===== src/rtl/key_debounce_pulse.sv =====
// Push-button conditioner: two-flop synchroniser, stable-level debounce FSM, one-cycle press/release strobes.
// Optional auto-repeat of press_pulse while held is enabled by defining KEY_DEBOUNCE_AUTOREPEAT_EN.
module key_debounce_pulse #(
  parameter int DEBOUNCE      = 50000,
  parameter int ACTIVE_LOW    = 1,
  parameter int REPEAT_DELAY  = 25000000,
  parameter int REPEAT_PERIOD = 5000000
) (
  input  logic       i_clk,
  input  logic       i_sclr,
  input  logic       i_key_in,
  output logic       o_key_level,
  output logic       o_press_pulse,
  output logic       o_release_pulse,
  output logic [1:0] o_dbg_state
);

  typedef enum logic [1:0] {
    IDLE         = 2'd0,
    WAIT_PRESS   = 2'd1,
    PRESSED      = 2'd2,
    WAIT_RELEASE = 2'd3
  } state_t;

  localparam int             CW      = $clog2(DEBOUNCE);
  localparam logic [CW-1:0]  CNT_MAX = CW'(DEBOUNCE - 1);

  if (DEBOUNCE < 2 || REPEAT_DELAY < 2 || REPEAT_PERIOD < 1 || REPEAT_PERIOD > REPEAT_DELAY)
  begin : g_param_check
    $error("key_debounce_pulse: invalid parameter set");
  end

  // Normalise before the synchroniser so both flops reset to the released level (0).
  logic w_key_norm;
  assign w_key_norm = (ACTIVE_LOW != 0) ? ~i_key_in : i_key_in;

  logic          r_s1;
  logic          r_s2;
  state_t        r_state;
  logic [CW-1:0] r_cnt;
  logic          r_key_level;
  logic          r_press;
  logic          r_release;

`ifdef KEY_DEBOUNCE_AUTOREPEAT_EN
  localparam int             RW       = $clog2(REPEAT_DELAY);
  localparam logic [RW-1:0]  RPT_LAST = RW'(REPEAT_DELAY - 1);
  localparam logic [RW-1:0]  RPT_RELD = RW'(REPEAT_DELAY - REPEAT_PERIOD);
  logic [RW-1:0] r_rcnt;
`endif

  always_ff @(posedge i_clk) begin
    if (i_sclr) begin
      r_s1 <= 1'b0;
      r_s2 <= 1'b0;
    end else begin
      r_s1 <= w_key_norm;
      r_s2 <= r_s1;
    end
  end

  // Level check always precedes the count check, so a bounce on the terminal count aborts acceptance.
  always_ff @(posedge i_clk) begin
    if (i_sclr) begin
      r_state     <= IDLE;
      r_cnt       <= '0;
      r_key_level <= 1'b0;
      r_press     <= 1'b0;
      r_release   <= 1'b0;
`ifdef KEY_DEBOUNCE_AUTOREPEAT_EN
      r_rcnt      <= '0;
`endif
    end else begin
      r_press   <= 1'b0;
      r_release <= 1'b0;
      case (r_state)
        IDLE: begin
          if (r_s2) begin
            r_state <= WAIT_PRESS;
            r_cnt   <= '0;
          end
        end
        WAIT_PRESS: begin
          if (!r_s2) begin
            r_state <= IDLE;
`ifdef KEY_DEBOUNCE_AUTOREPEAT_EN
            r_rcnt  <= '0;
`endif
          end else if (r_cnt == CNT_MAX) begin
            r_state     <= PRESSED;
            r_press     <= 1'b1;
            r_key_level <= 1'b1;
`ifdef KEY_DEBOUNCE_AUTOREPEAT_EN
            r_rcnt      <= '0;
`endif
          end else begin
            r_cnt <= r_cnt + 1'b1;
          end
        end
        PRESSED: begin
          if (!r_s2) begin
            r_state <= WAIT_RELEASE;
            r_cnt   <= '0;
          end
`ifdef KEY_DEBOUNCE_AUTOREPEAT_EN
          // Reloading to DELAY-PERIOD makes later repeats land every REPEAT_PERIOD cycles.
          else if (r_rcnt == RPT_LAST) begin
            r_press <= 1'b1;
            r_rcnt  <= RPT_RELD;
          end else begin
            r_rcnt <= r_rcnt + 1'b1;
          end
`endif
        end
        WAIT_RELEASE: begin
          if (r_s2) begin
            r_state <= PRESSED;
          end else if (r_cnt == CNT_MAX) begin
            r_state     <= IDLE;
            r_release   <= 1'b1;
            r_key_level <= 1'b0;
`ifdef KEY_DEBOUNCE_AUTOREPEAT_EN
            r_rcnt      <= '0;
`endif
          end else begin
            r_cnt <= r_cnt + 1'b1;
          end
        end
        default: begin
          r_state <= IDLE;
        end
      endcase
    end
  end

  assign o_key_level     = r_key_level;
  assign o_press_pulse   = r_press;
  assign o_release_pulse = r_release;
  assign o_dbg_state     = r_state;

endmodule


===== config.mk =====
export PLATFORM = sky130hd
export DESIGN_NAME = key_debounce_pulse
export DESIGN_NICKNAME = d
export VERILOG_FILES = /design/src/rtl/key_debounce_pulse.sv
export SDC_FILE = /design/constraint.sdc
export NUM_CORES = 1
export LEC_CHECK = 0
export ABC_AREA = 1
export BUFFER_PORTS_ARGS = -buffer_cell sky130_fd_sc_hd__buf_2
export CORE_ASPECT_RATIO = 0.6
export CORE_MARGIN = 2
export CORE_UTILIZATION = 30
export CTS_BUF_LIST = sky130_fd_sc_hd__clkbuf_8
export CTS_CLUSTER_DIAMETER = 50
export DETAILED_ROUTE_END_ITERATION = 6
export HOLD_SLACK_MARGIN = 0.1
export PLACE_DENSITY = 0.53
export SLEW_MARGIN = 5
export SYNTH_ARGS = -nofsm -noshare
export SYNTH_HDL_FRONTEND = slang
export SYNTH_SLANG_ARGS = --single-unit

===== constraint.sdc =====
create_clock -name i_clk -period 1.3 [get_ports i_clk]
set_input_delay 0.195 -clock i_clk [delete_from_list [all_inputs] [get_ports i_clk]]
set_output_delay 0.195 -clock i_clk [all_outputs]
set_load 0.05 [all_outputs]

==> key figures <==
Yosys
  • Largest cells by area after synthesis: dfxtp_1 34%, nand2_1 17%, nor2_1 10%, nand3_1 8.0%, inv_1 7.7%
  • Dominant cell type by area after synthesis: dfxtp_1
  • Cell Area, Synth: roughly 1400 um^2
  • Synthesized instance count: 216
  • Net Count, Synth: 220
  • Mean area per synthesized cell: 6.349 um^2
  • Post-synthesis register bit count: 23
  • Synth top area share: 33.58%
  • Post-synthesis sequential area ratio: 33.58%
  • Synth warn: 0
  • Synth cell types: 25

Power
  • Sw Ratio: around a quarter
  • Clock Power Share: 36.4%
  • Peak VDD IR: 0.3290 mV
  • Static leakage: 0.8404 nW
  • Power Dens Cells: 642.2 nW/um^2
  • Switch Pwr: 0.0003136 W
  • Flop pwr share: a little under three fifths
  • Power share of the combinational group: 7.4%
  • Int Power: 0.0009520 W
  • Power, Total: approximately 0.0013 W

STA
  • Slew HR: 82.86%
  • Minimum clock period: 1.394 ns
  • Setup slack after layout: -0.09425 ns
  • FMAX: 0.7172 GHz
  • Clock Skew: 0.01054 ns
  • # setup viols final: 16
  • Hold Vio Cnt, Final: 0
  • Final period util: 107.3%
  • Worst Tran Pin Value: 0.2565 ns
  • Pins Over Slew Limit: 0
  • Unrepaired setup endpoints after global routing: yes

Setup path
  • Crit Path Class: register to register
  • Cell mode on critical path: nand2_2
  • Worst stage delay on the critical path: 0.38 ns
  • CP Capture Type: register
  • Buf/Inv on CP: 0
  • Crit path DAT: roughly 1.6 ns
  • Startpoint types: register
  • Slowest-stage cell, CP: dfxtp_4
  • Req. time, crit path: around 1.5 ns
  • CP Cell Sequence: ha_4 -> nand2_2 -> nor2_4 -> nand2_2 -> nand2_2 -> nand2_2 -> nor2_1 -> nand2_1 -> a21oi_2
  • CP top delay family: simple AND/OR/NAND/NOR gates
  • Max FO, Critical Path: 6

Placement
  • DP Area: ~1800 um^2
  • GPL Wtd Cong: between 0.8 and 0.9
  • Estimated wirelength of the detail-placed design: 2.986 mm
  • Pre-CTS WS: -0.1526 ns
  • IO Port Bufs: 7

Run
  • Max_cap viols: 0

Global route
  • First-pass GRT wire length: 6.555 mm
  • Number of global-route vias before repair: 1276
  • Total gr overflow: 0
  • Pin count of the biggest net entering global routing: 19
  • Antenna violations before repair: 0
  • Overall Global Routing Usage: 16.34%

Floorplanning
  • Std cell rows: 18
  • Overall die width: a little over 90 um
  • Core region area: 4257 um^2
  • I/O pin total: 8
  • Chip Height: around 56 um
  • Die ar.: 5146 um^2
  • Initial Util: 32.22%

Drt
  • Final ANT Viol Nets: 0
  • Wire per inst: 12.49 um
  • DRC viols: 0
  • Vias: 1463
  • Via/cell ratio: 4.558
  • Final wirelength: 4.010 mm
  • DRT Pass-1 Iters: 4
  • Initial drt markers: a little under 90

CTS
  • Clock Path Buffers: 2
  • Root Driver: clkbuf_8
  • Clk sink count: 23
  • Later-pin clock latency in the skew report: 0.27 ns
  • Num CTS Buffers: 3
  • # H-tree levels: 1
  • CTS tree: yes
  • Reg clk slew, reported paths: 0.08 ns

Outcome
  • Failing checks: setup timing
  • Status: finished with violations

Cells and area
  • Antenna cells: 0
  • # nets final: around 270
  • Fraction of layout cells with a size suffix above 1: 40.61%
  • Synthesis-to-finish area growth: 43.70%
  • Post-route cell area: ~2000 um^2

Min path
  • HP Class: input port to register
cells in the final DEF (no fill, tap or decap):
master	synthesis	final
dlygate4sd3_1	0	1
buf_4	0	34
nor2_2	2	7
o211ai_1	1	1
nand3_2	1	7
nand4_1	8	8
inv_1	28	28
dfxtp_1	23	11
nor3_2	0	1
and3_1	1	1
nand3_1	22	14
dfxtp_4	0	4
nor2_4	3	7
a21oi_1	6	6
nand2_4	1	2
nand2_2	2	8
o21ai_0	2	1
nor3b_2	0	1
ha_4	0	1
inv_2	3	4
clkbuf_8	0	3
buf_12	0	1
nand3_4	1	3
nand2_1	61	54
o21ai_2	0	1
nor3b_1	2	1
buf_6	1	2
buf_2	1	7
a21oi_2	5	5
dfxtp_2	0	8
nor2_1	38	29
worst min-delay path: stages:
cell,delay [ns]
buf_2,0.09
buf_4,0.20
a21oi_2,0.04
worst paths after layout:
| check | start | endpoint | slack [ns] | cells after the start |
|---|---|---|---|---|
| setup / recovery | r_cnt[0] | r_cnt[8] | -0.09 | 9 |
| hold / removal | i_sclr | r_cnt[7] | 0.30 | 3 |
| setup reg to reg | r_cnt[0] | r_cnt[8] | -0.09 | 9 |
| hold reg to reg | r_s1 | r_s2 | 0.42 | 2 |
stage by stage:
| step | TNS (ns) | util (%) | instances | hold WS, ns |
|---|---|---|---|---|
| after floorplan | 0 | - | 216 | 0.2574 |
| after global placement | -1.356 | 41.27 | 315 | 0.3459 |
| after detailed placement | -1.214 | 41.27 | 315 | 0.3474 |
| after CTS | -0.5295 | 44.21 | 321 | 0.2808 |
| after global routing | -2.095 | 46.30 | 321 | 0.2994 |
| final | -0.6850 | 46.30 | 321 | 0.2959 |
sequential cells by signal, indices dropped and copies added (netlist names), named ones only:
signal,cells
o_dbg_state,1
o_key_level,1
o_press_pulse,1
o_release_pulse,1
r_cnt,16
r_s1,1
r_s2,1
layer usage:
layer  vias to the layer above  share of wire, %  GRT usage, %
met4                         0              0.97         3.896
li1                        775                 -             -
met2                        39                37         20.42
met1                       644                56         26.84
met5                         -                 0             0
met3                         5               6.8         3.758
cells by family (layout without fill, tap and decap cells):
family / Yosys count / in the layout / synth area share (%)
flip-flops: 23 / 23 / 33.58
AO/OA/AOI/OAI: 14 / 14 / 6.661
AND/OR/NAND/NOR: 143 / 143 / 47.81
buffers and inverters: 35 / 80 / 11.04
adder cells (fa/ha/maj): 1 / 1 / 0.9123
cell usage after synthesis:
master,count
nand3_1,22
nor2_1,38
a21oi_1,6
nand3_2,1
buf_6,1
o211ai_1,1
nor3_1,1
nand3_4,1
buf_2,1
nand2_2,2
nor2_2,2
dfxtp_1,23
and3_1,1
nand2_1,61
nand4_1,8
a21oi_2,5
nor3b_1,2
buf_1,1
nor2_4,3
inv_2,3
inv_1,28
o21ai_0,2
buf_8,1
nand2_4,1
ha_1,1
timing repair:
item,CTS,global route
endpoints found under the hold margin,1,0
endpoints found under the setup margin,17,20
setup buffers,1,0
hold buffers,1,0
resized for setup,21,27
pin swaps,2,7
power groups by stage:
stage	registers, W	clock network (W)	logic [W]
finish	0.000712	0.000460	0.0000933
global route	0.000713	0.000505	0.000102
CTS	0.000715	0.000476	0.0000880
detailed placement	0.000733	0	0.0000824
global placement	0.000733	0	0.0000851
floorplan	0.000735	0	0.0000425
area by class of cell:
type | instances | area (um^2)
Sequential cell | 23 | 485.5
Clock buffer | 3 | 41.29
Multi-Input combinational cell | 158 | 905.9
Inverter | 31 | 116.4
Clock inverter | 1 | 3.754
Fill cell | 430 | 2286
Timing Repair Buffer | 45 | 342.8
Tap cell | 60 | 75.07
Power figures use the tool's default switching activity.
